<file path="config.mk">
export PLATFORM = sky130hd
export DESIGN_NAME = usb_tx_data_feeder
export DESIGN_NICKNAME = d
export VERILOG_FILES = /design/src/rtl/usb_tx_pkg.sv /design/src/rtl/usb_crc16_byte.sv /design/src/rtl/usb_tx_data_feeder.sv
export SDC_FILE = /design/constraint.sdc
export NUM_CORES = 1
export LEC_CHECK = 0
export CAP_MARGIN = 40
export CORE_UTILIZATION = 30
export DETAILED_ROUTE_END_ITERATION = 10
export GPL_TIMING_DRIVEN = 0
export PLACE_DENSITY = 0.45
export RECOVER_POWER = 100
export SETUP_SLACK_MARGIN = 0.15
export SLEW_MARGIN = 20
export SYNTH_ARGS = -nofsm -noshare
export SYNTH_HDL_FRONTEND = slang
export SYNTH_HIERARCHICAL = 1
export SYNTH_SLANG_ARGS = --single-unit
</file>
<file path="constraint.sdc">
create_clock -name clk -period 4.32 [get_ports clk]
set_clock_uncertainty 0.2 [all_clocks]
set_input_delay 0.864 -clock clk [delete_from_list [all_inputs] [get_ports clk]]
set_output_delay 0.864 -clock clk [all_outputs]
set_load 0.05 [all_outputs]
</file>
<file path="src/rtl/usb_tx_pkg.sv">
// Shared types and constants for the USB transmit-side data path.
// Imported by the feeder and by the CRC16 byte engine.
package usb_tx_pkg;

  typedef enum logic [2:0] {
    IDLE,
    DATA,
    CRC_LO,
    CRC_HI,
    WAIT_DONE
  } tx_feed_state_t;

  localparam logic [15:0] CRC16_INIT      = 16'hFFFF;
  localparam logic [15:0] CRC16_POLY_REFL = 16'hA001;
  localparam logic [1:0]  PID_DATA        = 2'b11;

endpackage

</file>
<file path="src/rtl/usb_crc16_byte.sv">
// One-byte USB CRC16 update: eight LSB-first serial steps unrolled into one cycle.
// Purely combinational so the receive-side checker can reuse it.
module usb_crc16_byte
  import usb_tx_pkg::*;
(
  input  logic [15:0] crc_in,
  input  logic [7:0]  data,
  output logic [15:0] crc_out
);

  logic [15:0] crc;

  // NOTE: blocking assignments here chain the eight steps combinationally;
  // each iteration consumes the value produced by the previous one.
  always_comb begin
    crc = crc_in ^ {8'h00, data};
    for (int i = 0; i < 8; i++) begin
      crc = crc[0] ? ((crc >> 1) ^ CRC16_POLY_REFL) : (crc >> 1);
    end
    crc_out = crc;
  end

endmodule

</file>
<file path="src/rtl/usb_tx_data_feeder.sv">
// Payload FIFO plus framing FSM that feeds the USB transmitter one byte per
// byte_req, then appends the complemented CRC16 low byte first.
module usb_tx_data_feeder
  import usb_tx_pkg::*;
#(
  parameter int DEPTH = 64,
  parameter int CNT_W = $clog2(DEPTH) + 1
) (
  input  logic             clk,
  input  logic             n_rst,
  input  logic             wr_en,
  input  logic [7:0]       wr_data,
  input  logic             tx_start,
  input  logic             byte_req,
  input  logic             tx_complete,
  output logic             tx_ena,
  output logic [1:0]       pid,
  output logic [7:0]       tx_byte,
  output logic             busy,
  output logic             full,
  output logic             empty,
  output logic [CNT_W-1:0] count,
  output logic             overflow
);

  localparam int               PTR_W   = $clog2(DEPTH);
  localparam logic [CNT_W-1:0] DEPTH_C = CNT_W'(DEPTH);
  localparam logic [CNT_W-1:0] ONE_C   = CNT_W'(1);

  tx_feed_state_t   state_q, state_d;
  logic [PTR_W-1:0] wr_ptr_q, wr_ptr_d, rd_ptr_q, rd_ptr_d;
  logic [CNT_W-1:0] count_q, count_d, remaining_q, remaining_d;
  logic [15:0]      crc_q, crc_d, crc_next;
  logic             tx_ena_q, tx_ena_d, busy_q, busy_d;
  logic             full_q, full_d, empty_q, empty_d;
  logic             overflow_q, overflow_d;
  logic [7:0]       mem_q [DEPTH];
  logic [7:0]       head;
  logic             wr_ok, pop;

  assign head  = mem_q[rd_ptr_q];
  assign wr_ok = wr_en && !full_q;

  usb_crc16_byte u_crc (
    .crc_in  (crc_q),
    .data    (head),
    .crc_out (crc_next)
  );

  // NOTE: every signal gets its hold value first so no path leaves one
  // unassigned, which would otherwise infer a latch.
  always_comb begin
    state_d     = state_q;
    wr_ptr_d    = wr_ptr_q;
    rd_ptr_d    = rd_ptr_q;
    remaining_d = remaining_q;
    crc_d       = crc_q;
    overflow_d  = overflow_q;
    tx_ena_d    = 1'b0;
    pop         = 1'b0;

    unique case (state_q)
      IDLE: if (tx_start) begin
        remaining_d = count_q;
        crc_d       = CRC16_INIT;
        tx_ena_d    = 1'b1;
        overflow_d  = 1'b0;
        state_d     = (count_q != '0) ? DATA : CRC_LO;
      end
      DATA: if (byte_req) begin
        pop         = 1'b1;
        crc_d       = crc_next;
        remaining_d = remaining_q - ONE_C;
        if (remaining_q == ONE_C) state_d = CRC_LO;
      end
      CRC_LO:    if (byte_req)    state_d = CRC_HI;
      CRC_HI:    if (byte_req)    state_d = WAIT_DONE;
      WAIT_DONE: if (tx_complete) state_d = IDLE;
      default:                    state_d = IDLE;
    endcase

    // A write while full is lost even if a pop frees a slot this cycle.
    if (wr_en && full_q) overflow_d = 1'b1;
    if (wr_ok) wr_ptr_d = wr_ptr_q + 1'b1;
    if (pop)   rd_ptr_d = rd_ptr_q + 1'b1;

    unique case ({wr_ok, pop})
      2'b10:   count_d = count_q + ONE_C;
      2'b01:   count_d = count_q - ONE_C;
      default: count_d = count_q;
    endcase

    full_d  = (count_d == DEPTH_C);
    empty_d = (count_d == '0);
    busy_d  = (state_d != IDLE);
  end

  always_ff @(posedge clk) begin
    if (!n_rst) begin
      state_q     <= IDLE;
      wr_ptr_q    <= '0;
      rd_ptr_q    <= '0;
      count_q     <= '0;
      remaining_q <= '0;
      crc_q       <= CRC16_INIT;
      tx_ena_q    <= 1'b0;
      busy_q      <= 1'b0;
      full_q      <= 1'b0;
      empty_q     <= 1'b1;
      overflow_q  <= 1'b0;
    end else begin
      state_q     <= state_d;
      wr_ptr_q    <= wr_ptr_d;
      rd_ptr_q    <= rd_ptr_d;
      count_q     <= count_d;
      remaining_q <= remaining_d;
      crc_q       <= crc_d;
      tx_ena_q    <= tx_ena_d;
      busy_q      <= busy_d;
      full_q      <= full_d;
      empty_q     <= empty_d;
      overflow_q  <= overflow_d;
    end
  end

  // NOTE: storage is not reset; clearing the pointers already discards its
  // contents, and leaving it out of reset lets it map onto plain RAM.
  always_ff @(posedge clk) begin
    if (wr_ok) mem_q[wr_ptr_q] <= wr_data;
  end

  always_comb begin
    unique case (state_q)
      DATA:    tx_byte = head;
      CRC_LO:  tx_byte = ~crc_q[7:0];
      CRC_HI:  tx_byte = ~crc_q[15:8];
      default: tx_byte = 8'h00;
    endcase
  end

  assign tx_ena   = tx_ena_q;
  assign pid      = PID_DATA;
  assign busy     = busy_q;
  assign full     = full_q;
  assign empty    = empty_q;
  assign count    = count_q;
  assign overflow = overflow_q;

endmodule
</file>
==> flow_metrics.env <==
export IMPL_status="finished with violations"
export IMPL_violations="max-capacitance violations, max-slew violations, negative setup slack"
export IMPL_die_x_microns=277.6
export IMPL_crit_type="register to output pin"
export IMPL_grt_pass1_wl_mm=86.29
export IMPL_grt_overflow=0
export IMPL_worstPathMaxFanout=7
export IMPL_grt_pass1_vias=12080
export IMPL_synth_top_family_by_area="multiplexers"
export IMPL_synth_compound_area_share_pct=2.548
export IMPL_cts_tree="built"
export IMPL_cp_arrival_ns=3.32
export IMPL_core_area_sq_um=74820
export IMPL_cts_root_buffer="clkbuf_16"
export IMPL_cts_buffers=66
export IMPL_drc=0
export IMPL_fin_crit_sh_pct=101.5
export IMPL_final_antenna_net_count=0
export IMPL_via_count=11850
export IMPL_cts_reportedPaths_clkPinSlew_ns=0.05
export IMPL_synthArstFlopShare_pct=0
export IMPL_h_tree_depth=3
export IMPL_critical_path_required_ns=3.26
export IMPL_grt_max_degree=65
export IMPL_end_kind="output pin"
export IMPL_final_hold_viol_count=0
export IMPL_gp_routability_congestion=0.7904
export IMPL_die_area_sq_um=77050
export IMPL_final_setup_viol_count=7
export IMPL_relSlewSlack_pct=-114.6
export IMPL_p_total_mw=12.75
export IMPL_cts_sinks=568
export IMPL_dp_hpwl_mm=39.53
export IMPL_clock_path_buffers=3
export IMPL_synth_largest_area_cell="edfxtp_1"
export IMPL_synth_warnings=6
export IMPL_die_y_microns=277.6
export IMPL_ioPinCount=36
export IMPL_antenna_found_initial=4
export IMPL_synth_edf_count=512
export IMPL_vdd_ir_drop_worst_v=0.0002584
export IMPL_wl_mm=59.58
export IMPL_yosysUniqueCellTypes=55
export IMPL_final_cell_mix="edfxtp_1, mux4_2, nor2_1"
export IMPL_wl_per_cell_microns=24.90
export IMPL_worst_pin_slew_ns=3.219
export IMPL_yosys_area_share_simple_pct=4.580
export IMPL_hp_class="register to register"
export IMPL_synthXorXnorAreaFrac_pct=1.582
export IMPL_rsz0062_at_grt="yes"
export IMPL_power_density_nw_per_um2=465.7
export IMPL_setup_slack_ns=-0.06355
export IMPL_maxCapViolCount=8
export IMPL_start_util_pct=30.45
export IMPL_ys_flop_type="edfxtp_1"
export IMPL_finish_utilization_pct=36.58
export IMPL_ys_ff_latch=568
export IMPL_track_usage_pct=15.63
export IMPL_fmax_mhz=228.1
export IMPL_layout_commonest_cell="edfxtp_1"
export IMPL_std_cell_rows=100
export IMPL_diodes=0
export IMPL_drive_gt1_share_pct=26.90
export IMPL_synth_avg_cell_area_sq_um=19.08
export IMPL_synth_top_area_share_pct=67.48
export IMPL_ys_seq_area_share_pct=72.40
export IMPL_synth_area_leaders="edfxtp_1, mux4_2, dfxtp_1, nor2_1, xnor2_1"
export IMPL_clock_latency_ns=0.60
export IMPL_viasPerCell=4.954
export IMPL_ctsHoldBuffers=0
export IMPL_synth_fa_ha_area_share_pct=0.3295
export IMPL_drt_pre_antenna_iters=5
export IMPL_drt_initial_drc_count=968
export IMPL_maxSlewViolCount=475
export IMPL_io_buffers=33
export IMPL_syn_instance_count=1194
export IMPL_startpoint_type="register"
export IMPL_fin_crit_ns=4.384
export IMPL_p_leak_nw=8.346
export IMPL_fin_nets=1396
export IMPL_synth_mux_area_share_pct=16.70
export IMPL_synth_area_sq_um=22780
export IMPL_syn2layout_area_growth_pct=20.14
worst paths after layout:
check	start	to	slack (ns)	cells after the start
setup reg to reg	register	crc_q[15]	0.05	16
hold / removal	overflow	overflow	0.27	2
hold reg to reg	overflow	overflow	0.27	2
setup / recovery	register	tx_byte[5]	-0.06	10
power by group:
part,internal (mW),total (mW),switching (mW)
clock,3.03,5.22,2.19
sequential,6.07,6.13,0.0575
combinational,0.551,1.40,0.848
total,9.66,12.7,3.09
metrics by stage:
stage | worst slack, ns | instances | area [sq um] | hold WS, ns | TNS [ns]
2_1_floorplan | 0.3577 | 1195 | 22790 | 0.2599 | 0
3_3_place_gp | -1.114 | 2197 | 24330 | 0.2615 | -51.94
3_5_place_dp | -0.9310 | 2250 | 24790 | 0.2734 | -18.88
4_1_cts | -0.1294 | 2375 | 27330 | 0.2807 | -0.9945
5_1_grt | -0.1571 | 2393 | 27370 | 0.3044 | -1.119
6_report | -0.06355 | 2393 | 27370 | 0.2742 | -0.3107
repair_timing:
item,4_1_cts,5_1_grt
setup buffers,5,5
setup endpoints to repair,18,13
pin swaps,9,14
resized for setup,157,35
endpoints found under the hold margin,0,0
gates cloned,4,1
critical path, cell delays in order (launching register included):
cell	delay, ns
dfxtp_4	0.39
buf_12	0.16
buf_16	0.17
buf_12	0.12
buf_16	0.11
mux4_2	0.57
mux4_2	0.53
mux2i_4	0.21
a21oi_4	0.12
o2bb2ai_2	0.15
buf_6	0.17
per-layer routing:
| metal | global-route usage, % | part of all wire [%] |
|---|---|---|
| met3 | 2.779 | 5.6 |
| met2 | 24.41 | 47 |
| met1 | 22.27 | 45 |
| met5 | 0 | 0 |
| met4 | 4.547 | 1.9 |
flip-flops by register name, indices dropped and copies added, names as in the netlist, named ones only:
signal       cells
crc_q           16
mem_q          512
empty            1
count            7
state_q          3
tx_ena           1
full             1
remaining_q      7
overflow         1
wr_ptr_q         6
rd_ptr_q         6
busy             1
cell usage after synthesis, types with 5 or more instances:
master and instances:
o21ai_0 26, mux2i_1 11, o2bb2ai_1 8, nand3_1 11, nor3_1 25, mux2_2 8
inv_1 10, dfxtp_1 56, nand2b_1 8, a211oi_1 14, buf_4 9, buf_1 11
mux4_2 160, xor2_1 14, nand2_1 23, nor2_1 112, buf_2 15, xnor2_1 20
and2_1 5, nor2b_1 12, ha_1 6, clkbuf_1 40, a21oi_1 25, edfxtp_1 512
cells by family after synthesis:
| family | count (synthesis) |
|---|---|
| AOI/OAI and AO/OA | 91 |
| and+or+nand+nor | 222 |
| buffers and inverters | 90 |
| DFF | 568 |
| adders and majority gates | 6 |
| xor gates and xnor gates | 37 |
| other | 1 |
| muxes | 179 |
area by class of cell:
| class | count | area [sq um] |
|---|---|---|
| sequential | 568 | 16500 |
| multi-input combinational | 537 | 6140 |
| inverter | 11 | 41.29 |
| clock inverter | 33 | 215.2 |
| tap | 969 | 1212 |
| clock buffer | 83 | 1779 |
| fill | 6927 | 47450 |
| buffer | 79 | 619.3 |
| timing repair buffer | 113 | 864.6 |
(Power assumes the default switching activity.)
